==> src/rtl/ics1_replay_queue_pkg.sv <==
// Shared definitions for the stage-1 instruction-cache replay controller:
// FSM state encoding, default address width and the counter-width helper.
package ics1_pkg;

    typedef enum logic [1:0] {
        ST_IDLE   = 2'd0,
        ST_MISS   = 2'd1,
        ST_REPLAY = 2'd2
    } state_t;

    localparam int ICS1_ADDR_WIDTH = 16;

    // Width able to hold the values 0..depth inclusive.
    function automatic int cnt_width(input int depth);
        return $clog2(depth + 1);
    endfunction

endpackage

==> src/rtl/ics1_replay_queue_if.sv <==
// Request/issue handshake between fetch, the replay controller and stage 2.
// Signal names are given from the controller's point of view.
interface ics1_replay_queue_if
    import ics1_pkg::*;
#(
    parameter int ADDR_WIDTH = ICS1_ADDR_WIDTH
);
    logic [ADDR_WIDTH-1:0] i_curr_r_addr;
    logic                  i_curr_r_addr_valid;
    logic                  o_curr_r_addr_ready;
    logic [ADDR_WIDTH-1:0] o_r_addr;
    logic                  o_r_addr_valid;
    logic                  o_replaying;

    modport master (
        output i_curr_r_addr,
        output i_curr_r_addr_valid,
        input  o_curr_r_addr_ready,
        input  o_r_addr,
        input  o_r_addr_valid,
        input  o_replaying
    );

    modport slave (
        input  i_curr_r_addr,
        input  i_curr_r_addr_valid,
        output o_curr_r_addr_ready,
        output o_r_addr,
        output o_r_addr_valid,
        output o_replaying
    );
endinterface

==> src/rtl/ics1_replay_queue_buf.sv <==
// Snapshot storage for the replay controller. On a load strobe the valid
// in-flight slices are packed, oldest first, into the low entries and the
// number of valid slices is recorded. Entries are read by index.
module ics1_replay_buf
    import ics1_pkg::*;
#(
    parameter int ADDR_WIDTH   = ICS1_ADDR_WIDTH,
    parameter int REPLAY_DEPTH = 2,
    localparam int CW          = cnt_width(REPLAY_DEPTH)
) (
    input  logic                               clk,
    input  logic                               arst_n,
    input  logic                               i_load,
    input  logic [REPLAY_DEPTH*ADDR_WIDTH-1:0] i_inflight_addr,
    input  logic [REPLAY_DEPTH-1:0]            i_inflight_valid,
    input  logic [CW-1:0]                      i_rd_idx,
    output logic [ADDR_WIDTH-1:0]              o_rd_addr,
    output logic [CW-1:0]                      o_snap_cnt
);
    logic [REPLAY_DEPTH*ADDR_WIDTH-1:0] r_snap;
    logic [REPLAY_DEPTH*ADDR_WIDTH-1:0] w_comp;
    logic [CW-1:0]                      r_snap_cnt;
    logic [CW-1:0]                      w_cnt;

    // Compact valid slices into consecutive slots and count them.
    always_comb begin
        int pos;
        pos    = 0;
        w_comp = '0;
        for (int i = 0; i < REPLAY_DEPTH; i++) begin
            if (i_inflight_valid[i]) begin
                for (int k = 0; k < REPLAY_DEPTH; k++) begin
                    if (pos == k) begin
                        w_comp[k*ADDR_WIDTH +: ADDR_WIDTH] = i_inflight_addr[i*ADDR_WIDTH +: ADDR_WIDTH];
                    end
                end
                pos = pos + 1;
            end
        end
        w_cnt = CW'(pos);
    end

    // Indexed read mux over the snapshot entries.
    always_comb begin
        o_rd_addr = '0;
        for (int k = 0; k < REPLAY_DEPTH; k++) begin
            if (i_rd_idx == CW'(k)) begin
                o_rd_addr = r_snap[k*ADDR_WIDTH +: ADDR_WIDTH];
            end
        end
    end

    // Snapshot register: replaced wholesale on every load.
    always_ff @(posedge clk or negedge arst_n) begin
        if (!arst_n) begin
            r_snap     <= '0;
            r_snap_cnt <= '0;
        end else if (i_load) begin
            r_snap     <= w_comp;
            r_snap_cnt <= w_cnt;
        end
    end

    assign o_snap_cnt = r_snap_cnt;

endmodule

==> src/rtl/ics1_replay_queue.sv <==
// Stage-1 restart/replay controller for the instruction cache read path.
// Blocks issue while a miss is serviced, then replays the addresses that
// were in flight at miss entry (oldest first, one per cycle) before going
// back to passing the fetch request stream through.
// Optional build macro ICS1_REPLAY_STATS_EN adds saturating miss/replay
// counters on o_stat_miss_cnt / o_stat_replay_cnt.
//
// state  | meaning
// IDLE   | pass-through of the current fetch request
// MISS   | cache miss in service, nothing issues
// REPLAY | issuing snapshot entries 1..snap_cnt-1 (entry 0 issues on MISS exit)
module ics1_replay_queue
    import ics1_pkg::*;
#(
    parameter int ADDR_WIDTH   = ICS1_ADDR_WIDTH,
    parameter int REPLAY_DEPTH = 2
) (
    input  logic                               clk,
    input  logic                               arst_n,
    input  logic                               i_halt,
    input  logic [REPLAY_DEPTH*ADDR_WIDTH-1:0] i_inflight_addr,
    input  logic [REPLAY_DEPTH-1:0]            i_inflight_valid,
    input  logic                               i_miss_state,
    ics1_replay_queue_if.slave                 io_fetch
`ifdef ICS1_REPLAY_STATS_EN
    ,
    output logic [15:0]                        o_stat_miss_cnt,
    output logic [15:0]                        o_stat_replay_cnt
`endif
);
    localparam int CW = cnt_width(REPLAY_DEPTH);

    state_t                r_state;
    state_t                w_next;
    logic [CW-1:0]         r_rd_ptr;
    logic [CW-1:0]         w_rd_ptr_nxt;
    logic                  w_capture;
    logic                  w_replay_issue;
    logic [CW-1:0]         w_snap_cnt;
    logic [ADDR_WIDTH-1:0] w_snap_addr;
    logic [ADDR_WIDTH-1:0] w_r_addr;
    logic                  w_r_addr_valid;
    logic                  w_ready;
    logic                  w_replaying;

    ics1_replay_buf #(
        .ADDR_WIDTH   (ADDR_WIDTH),
        .REPLAY_DEPTH (REPLAY_DEPTH)
    ) u_buf (
        .clk              (clk),
        .arst_n           (arst_n),
        .i_load           (w_capture & ~i_halt),
        .i_inflight_addr  (i_inflight_addr),
        .i_inflight_valid (i_inflight_valid),
        .i_rd_idx         (r_rd_ptr),
        .o_rd_addr        (w_snap_addr),
        .o_snap_cnt       (w_snap_cnt)
    );

    // Next state, replay pointer and snapshot capture decision.
    always_comb begin
        w_next       = r_state;
        w_rd_ptr_nxt = r_rd_ptr;
        w_capture    = 1'b0;
        case (r_state)
            ST_IDLE: begin
                if (i_miss_state) begin
                    w_next    = ST_MISS;
                    w_capture = 1'b1;
                end
            end
            ST_MISS: begin
                if (!i_miss_state) begin
                    // Entry 0 issues on this exit cycle, so REPLAY starts at entry 1.
                    if (w_snap_cnt > CW'(1)) begin
                        w_next       = ST_REPLAY;
                        w_rd_ptr_nxt = CW'(1);
                    end else begin
                        w_next = ST_IDLE;
                    end
                end
            end
            ST_REPLAY: begin
                if (i_miss_state) begin
                    w_next    = ST_MISS;
                    w_capture = 1'b1;
                end else if (r_rd_ptr == w_snap_cnt - CW'(1)) begin
                    w_next       = ST_IDLE;
                    w_rd_ptr_nxt = '0;
                end else begin
                    w_rd_ptr_nxt = r_rd_ptr + CW'(1);
                end
            end
            default: begin
                w_next       = ST_IDLE;
                w_rd_ptr_nxt = '0;
            end
        endcase
        if (w_capture) begin
            w_rd_ptr_nxt = '0;
        end
    end

    // Output mux: block on a miss, otherwise replay or pass the request through.
    always_comb begin
        w_replay_issue = ((r_state == ST_MISS) && !i_miss_state && (w_snap_cnt != '0)) ||
                         ((r_state == ST_REPLAY) && !i_miss_state);
        w_r_addr       = '0;
        w_r_addr_valid = 1'b0;
        w_ready        = 1'b0;
        w_replaying    = 1'b0;
        if (w_next == ST_MISS) begin
            w_r_addr       = '0;
        end else if (w_replay_issue) begin
            w_r_addr       = w_snap_addr;
            w_r_addr_valid = 1'b1;
            w_replaying    = 1'b1;
        end else begin
            w_r_addr       = io_fetch.i_curr_r_addr;
            w_r_addr_valid = io_fetch.i_curr_r_addr_valid;
            w_ready        = 1'b1;
        end
    end

    assign io_fetch.o_r_addr            = w_r_addr;
    assign io_fetch.o_r_addr_valid      = w_r_addr_valid;
    assign io_fetch.o_curr_r_addr_ready = w_ready & ~i_halt;
    assign io_fetch.o_replaying         = w_replaying;

    // FSM state and replay pointer; everything freezes under halt.
    always_ff @(posedge clk or negedge arst_n) begin
        if (!arst_n) begin
            r_state  <= ST_IDLE;
            r_rd_ptr <= '0;
        end else if (!i_halt) begin
            r_state  <= w_next;
            r_rd_ptr <= w_rd_ptr_nxt;
        end
    end

`ifdef ICS1_REPLAY_STATS_EN
    logic [15:0] r_stat_miss_cnt;
    logic [15:0] r_stat_replay_cnt;

    // Saturating event counters for miss entries and replay issues.
    always_ff @(posedge clk or negedge arst_n) begin
        if (!arst_n) begin
            r_stat_miss_cnt   <= '0;
            r_stat_replay_cnt <= '0;
        end else if (!i_halt) begin
            if (w_capture && (r_stat_miss_cnt != 16'hFFFF)) begin
                r_stat_miss_cnt <= r_stat_miss_cnt + 16'd1;
            end
            if (w_replay_issue && (r_stat_replay_cnt != 16'hFFFF)) begin
                r_stat_replay_cnt <= r_stat_replay_cnt + 16'd1;
            end
        end
    end

    assign o_stat_miss_cnt   = r_stat_miss_cnt;
    assign o_stat_replay_cnt = r_stat_replay_cnt;
`endif

endmodule

==> src/flat_wrapper.sv <==
// flat-port wrapper written by rule: the top's interface ports become plain ports
module ics1_replay_queue_flat import ics1_pkg::*;
#(
    parameter int ADDR_WIDTH   = ICS1_ADDR_WIDTH,
    parameter int REPLAY_DEPTH = 2
)
  (clk, arst_n, i_halt, i_inflight_addr, i_inflight_valid, i_miss_state, io_fetch_i_curr_r_addr, io_fetch_i_curr_r_addr_valid, io_fetch_o_curr_r_addr_ready, io_fetch_o_r_addr, io_fetch_o_r_addr_valid, io_fetch_o_replaying);
  ics1_replay_queue_if #(.ADDR_WIDTH(ADDR_WIDTH)) io_fetch_i ();
  input  logic clk;
  input  logic arst_n;
  input  logic i_halt;
  input  logic [REPLAY_DEPTH*ADDR_WIDTH-1:0] i_inflight_addr;
  input  logic [REPLAY_DEPTH-1:0] i_inflight_valid;
  input  logic i_miss_state;
  input wire logic [$bits(io_fetch_i.i_curr_r_addr)-1:0] io_fetch_i_curr_r_addr;
  input wire logic [$bits(io_fetch_i.i_curr_r_addr_valid)-1:0] io_fetch_i_curr_r_addr_valid;
  output wire logic [$bits(io_fetch_i.o_curr_r_addr_ready)-1:0] io_fetch_o_curr_r_addr_ready;
  output wire logic [$bits(io_fetch_i.o_r_addr)-1:0] io_fetch_o_r_addr;
  output wire logic [$bits(io_fetch_i.o_r_addr_valid)-1:0] io_fetch_o_r_addr_valid;
  output wire logic [$bits(io_fetch_i.o_replaying)-1:0] io_fetch_o_replaying;
  assign io_fetch_i.i_curr_r_addr = io_fetch_i_curr_r_addr;
  assign io_fetch_i.i_curr_r_addr_valid = io_fetch_i_curr_r_addr_valid;
  assign io_fetch_o_curr_r_addr_ready = io_fetch_i.o_curr_r_addr_ready;
  assign io_fetch_o_r_addr = io_fetch_i.o_r_addr;
  assign io_fetch_o_r_addr_valid = io_fetch_i.o_r_addr_valid;
  assign io_fetch_o_replaying = io_fetch_i.o_replaying;
  ics1_replay_queue #(.ADDR_WIDTH(ADDR_WIDTH), .REPLAY_DEPTH(REPLAY_DEPTH)) u_core (.clk(clk), .arst_n(arst_n), .i_halt(i_halt), .i_inflight_addr(i_inflight_addr), .i_inflight_valid(i_inflight_valid), .i_miss_state(i_miss_state), .io_fetch(io_fetch_i));
endmodule
==> config.mk <==
export PLATFORM = sky130hd
export DESIGN_NAME = ics1_replay_queue_flat
export DESIGN_NICKNAME = d
export VERILOG_FILES = /design/src/rtl/ics1_replay_queue_pkg.sv /design/src/rtl/ics1_replay_queue_if.sv /design/src/rtl/ics1_replay_queue_buf.sv /design/src/rtl/ics1_replay_queue.sv /design/src/flat_wrapper.sv
export SDC_FILE = /design/constraint.sdc
export NUM_CORES = 1
export LEC_CHECK = 0
export ABC_AREA = 1
export BUFFER_PORTS_ARGS = -buffer_cell sky130_fd_sc_hd__buf_2
export CAP_MARGIN = 5
export CORE_MARGIN = 1.5
export CORE_UTILIZATION = 38
export DETAILED_ROUTE_END_ITERATION = 7
export PLACE_DENSITY_LB_ADDON = 0.12
export SLEW_MARGIN = 20
export SYNTH_ARGS = -nofsm -noshare
export SYNTH_HDL_FRONTEND = slang
export SYNTH_SLANG_ARGS = --single-unit
==> constraint.sdc <==
create_clock -name clk -period 2.4 [get_ports clk]
set_input_delay 0.24 -clock clk [delete_from_list [all_inputs] [get_ports clk]]
set_output_delay 0.24 -clock clk [all_outputs]
set_load 0.01 [all_outputs]
# --- After elaboration in Yosys (flattened, before gate mapping) ---
# Index checks and enable logic that the tools add are counted.
# Widths: inputs -> output; s select.
word_totals:
  reg_bits: 38
  inputBits: 55
  out_inout_bits: 19
classes:
  n_addsub: 3
  order_cmp: 1
  eq_ne: 10
  n_mux: 30
  bitwise: 3
  n_reduce_logical: 11
ops:
  columns: ["cell", "count"]
  rows:
  - ["$mux 16", 7]
  - ["$eq 32x2->1 const B", 1]
  - ["$logic_not 32->1", 1]
  - ["$mux 32", 1]
  - ["$mux 2", 11]
  - ["$pmux 2 s3", 2]
  - ["$mux 1", 9]
  - ["$eq 2x1->1 const B", 3]
  - ["$ne 3x2->1 const B", 2]
  - ["$reduce_and 5->1", 1]
  - ["$logic_not 2->1", 2]
  - ["$logic_and 1x1->1", 3]
  - ["$ne 3x1->1 const B", 1]
  - ["$add 1x1->2 const B", 1]
  - ["$add 2x1->2 const B", 1]
  - ["$and 1x1->1", 2]
  - ["$eq 2x2->1", 1]
  - ["$eq 2x2->1 const B", 1]
  - ["$gt 2x1->1 const B", 1]
  - ["$ne 2x1->1 const B", 1]
  - ["$reduce_bool 2->1", 1]
  - ["$reduce_or 2->1", 1]
  - ["$sub 2x1->2 const B", 1]
  - ["$logic_not 1->1", 1]
  - ["2 further kinds", 2]

# --- Depth between registers and ports, before layout ---
depth:
  word_depth: 8
  mapped_depth: 12
  mapped_depth_nobuf: 11

# --- By module ---
# A second synthesis with hierarchy kept.
hier_totals:
  cells_unflattened: 378
  hier_area_um2: 2587.5
by_module_without_submodules:
  columns: ["module", "n_inst", "cells_each", "area_each_um2", "seq_area_each_um2"]
  rows:
  - ["ics1_replay_buf", 1, 220, 1722.9, 850.8]
  - ["ics1_replay_queue", 1, 158, 864.6, 100.1]

# --- Worst setup path before layout ---
# No wires, ideal clock.
synth_timing:
  path_kind: "flip-flop to output port"
  startpoint: "register u_core.r_state[1]"
  endpoint: "output port io_fetch_o_r_addr[14]"
  arrival_time_ns: 1.518
  t_required_ns: 2.160
  slack_ns: 0.642
  stages_incl_launch_ff: 10
  path_buffers: 1
  cell_sequence: "dfrtp_1 -> inv_1 -> ha_1 -> nand2_4 -> o21ai_4 -> buf_6 -> nand2_1 -> nand2_1 -> inv_1 -> nor2_2"
synth_between:
  elab_chain_cells: 6
  word_cells_on_any_way: 15
  cone_classes: "eq/ne (3); mux (7); reduce/logical (5)"
synth_rtl:
  columns: ["item", "line_no", "text"]
  rows:
  - ["start, declared", "ics1_replay_queue.sv:33", "state_t r_state;"]
  - ["start signal, assigned", "ics1_replay_queue.sv:136", "r_state <= w_next;"]
  - ["branches (longest 5 deep; another with $pmux 2 s3)", null, null]
  - ["$mux 16 *", "ics1_replay_queue.sv:112", "if (w_next == ST_MISS) begin"]
  - ["end, declared", "flat_wrapper.sv:18", "output wire logic [$bits(io_fetch_i.o_r_addr)-1:0] io_fetch_o_r_addr;"]
# Every way passes the cells marked *.

# --- Final worst setup path ---
layout_timing:
  startpoint: "register u_core.r_state[0]"
  endpoint: "output port io_fetch_o_r_addr[5]"
# Same word-level chain as after synthesis.

==> flow_summary.json <==
{
  "run_status": "finished with violations",
  "violated_checks": "design-rule violations",
  "postLayoutCellArea_mm2": 0.00313,
  "nets": 497,
  "capturing_element_type_of_the_critical_path": "output pin",
  "critical_path_required_ps": 2160,
  "timing_worst_slew_pin_value_ps": 906,
  "main_combinational_cell_family_by_area_after_synthesis": "simple AND/OR/NAND/NOR gates",
  "highest_ir_drop_seen_on_vdd_v": 0.000290,
  "core_region_area_mm2": 0.00646,
  "route.antenna.remaining_nets": 0,
  "mean_routed_wirelength_per_cell_um": 12.8,
  "final.setup.worst_slack_ps": 164,
  "fp-row-count": 29,
  "yosysMostFrequentCell": "nand2_1",
  "ctsHtreeMaxLevel": 2,
  "design.die.area_mm2": 0.00732,
  "tritoncts": "built",
  "placed_wire_length_estimate_after_detailed_placement_um": 4560,
  "post_synth_inst_count": 364,
  "synth_area_mm2": 0.00259,
  "multi_input_area_mm2": 0.00129,
  "buffer_ports.inserted": 73,
  "initial_utilization": 0.401,
  "crit_share_post_route": 0.932,
  "drt_first_pass_iters": 6,
  "critPathArrivalTime_ps": 2000,
  "post-synth-top-area-fraction": 0.367,
  "grt_util_all_layers": 0.190,
  "register_area_um2": 951,
  "yosysUniqueCellTypes": 29,
  "drv_cap": 0,
  "worstSkewPairLatency_ps": 280,
  "r2r_slack_ps": 840,
  "critical_path.most_common_cell": "nand2_1",
  "final_wirelength_um": 6540,
  "synth_enable_flop_cells": 0,
  "synthMuxAreaShare": 0,
  "timing.critical_path.slowest_stage_cell": "dfrtp_1",
  "post_route_cells_drive_above_1_share": 0.259,
  "area_delta_synth_final_pct": 20.7,
  "crit_path_max_fanout": 18,
  "place_area_mm2": 0.00298,
  "number_of_global_route_vias_before_repair": 2306,
  "p_total_uw": 3060,
  "synth_top_cells_by_area": "dfrtp_1, nand2_1, inv_1",
  "boundaryPins": 74,
  "critical-path-max-stage-delay_ps": 450,
  "detail_route.drc_violations": 4,
  "async_flop_share": 1.00,
  "n_antenna_cell": 0,
  "cellLeakagePower_uw": 0.00165,
  "avg_inst_size_synth_um2": 7.11,
  "syn_nets": 428,
  "cts_made_buffers": 5,
  "pre_cts_slack_ps": 313,
  "vias": 2481,
  "grt_max_degree": 69,
  "final-hold-violation-count": 0,
  "die_height_um": 85.5,
  "timing.clock.skew_ps": 2.30,
  "fmax_ghz": 0.447,
  "yosysWarningCount": 0,
  "synthFlopType": "dfrtp_1",
  "timing.final.setup_violations": 0,
  "synth.yosys.seq_area_share": 0.367,
  "slew-limit-headroom": 0.395,
  "cts.path.max_buffers": 2,
  "pwr_density_cell_mw_per_mm2": 978,
  "synth-xor-area-share": 0,
  "filler_cell_count": 676,
  "clk_root_buffer_cell": "clkbuf_8",
  "synth-simple-area-share": 0.278,
  "drt-vias-per-instance": 4.86,
  "cts.reportedPaths.clkPinSlew_ps": 70,
  "first_iter_violations": 145,
  "timing.setup.critical_path_class": "reg2out",
  "worstSetupStartpointType": "register",
  "ctsHoldBuffers": 0,
  "grt_pass1_wl_um": 11000,
  "yosys.area.top_type": "dfrtp_1",
  "globalRoute.totalOverflow": 0,
  "crit_chain": "inv_1 > ha_1 > nand2_1 > o21ai_4 > inv_4 > nand2_1 > nand2_1 > inv_1 > nor2_2 > buf_2",
  "antenna_found_initial": 0,
  "fin_crit_ps": 2240,
  "synthTopCellsByCount": "nand2_1, inv_1, dfrtp_1",
  "worstHoldPathType": "in2async",
  "synth_fa_ha_area_frac": 0.0435,
  "synth_compound_gate_area_share": 0.169,
  "timing.final.max_slew_violations": 0,
  "ys_seq_elements": 38,
  "die-width_um": 85.5,
  "numClockSinks": 38,
  "gp_routability_congestion": 0.837
}
==> where the power goes <==
group | switching, uW | total [uW] | internal [uW]
clock network | 213 | 413 | 200
registers | 76.2 | 928 | 852
logic | 1020 | 1720 | 696
total | 1310 | 3060 | 1750
==> stage by stage <==
stage                     instances   util  hold slack, ps  TNS (ps)
after global placement          499  0.461             402         0
after floorplan                 364      -           -55.6         0
after global routing            510  0.484             135     -7.85
after CTS                       508  0.479            96.9         0
final                           510  0.484            58.2         0
after detailed placement        499  0.461             409         0
==> repair_timing <==
action / CTS / global route
endpoints found under the hold margin: 0 / 0
buffers inserted: 2 / 2
setup endpoints to repair: 6 / 18
gates resized for setup: 0 / 5
pin swaps: 1 / 0
==> registers in the layout (all words and copies together), names as in the netlist <==
name                     cells
u_core.u_buf.r_snap         32
u_core.r_state               2
u_core.u_buf.o_snap_cnt      2
u_core.r_rd_ptr              2
==> metal layers <==
layer  vias to the layer above  global-route usage  part of all wire
li1                       1301                   -                 -
met1                      1108               0.257              0.48
met2                        66               0.317              0.45
met3                         6              0.0289             0.055
met4                         0              0.0543             0.012
met5                         -                   0                 0
==> cells in the final DEF, fill, tap and decap left out, types with 4 or more instances in the layout <==
cell and n:
buf_4 6, nor2_1 14, dfrtp_1 38, o22ai_1 16, nand4_1 16, buf_2 73
nand3_1 4, nand2_1 107, clkbuf_8 5, o21ai_0 36, nor2_2 11, ha_1 8
nand2_2 4, inv_1 58, o211ai_1 16
==> cell families (layout without fill, tap and decap cells) <==
family	Yosys count	after routing
compound gates	72	72
simple gates	162	162
fa+ha+maj	9	9
buf+inv	83	152
flops	38	38
==> cell type report <==
cell class              count  area share
clock buffers               7      0.0244
well taps                  77      0.0308
flip-flops and latches     38       0.304
inverters                  63      0.0765
repair buffers             82       0.151
multi-input cells         243       0.414
==> final timing paths <==
path	start	end	cells after the start
max in group asynchronous	arst_n	u_core.u_buf.r_snap[23]$_DFFE_PN0P_	1
max reg2reg	u_core.r_state[0]$_DFFE_PN0N_	u_core.r_rd_ptr[1]$_DFFE_PN0P_	9
max	u_core.r_state[0]$_DFFE_PN0N_	io_fetch_o_r_addr[5]	10
min reg2reg	u_core.r_rd_ptr[1]$_DFFE_PN0P_	u_core.r_rd_ptr[1]$_DFFE_PN0P_	2
min	arst_n	u_core.r_state[0]$_DFFE_PN0N_	1
min in group clk	i_inflight_addr[5]	u_core.u_buf.r_snap[5]$_DFFE_PN0P_	3
==> critical path: cells and delay by family (launching register included) <==
family,cells,cell delay (ps)
simple gates,4,400
fa+ha+maj,1,270
buf+inv,4,500
flops,1,450
compound gates,1,80
No activity file was read; power rests on OpenSTA's default activity.
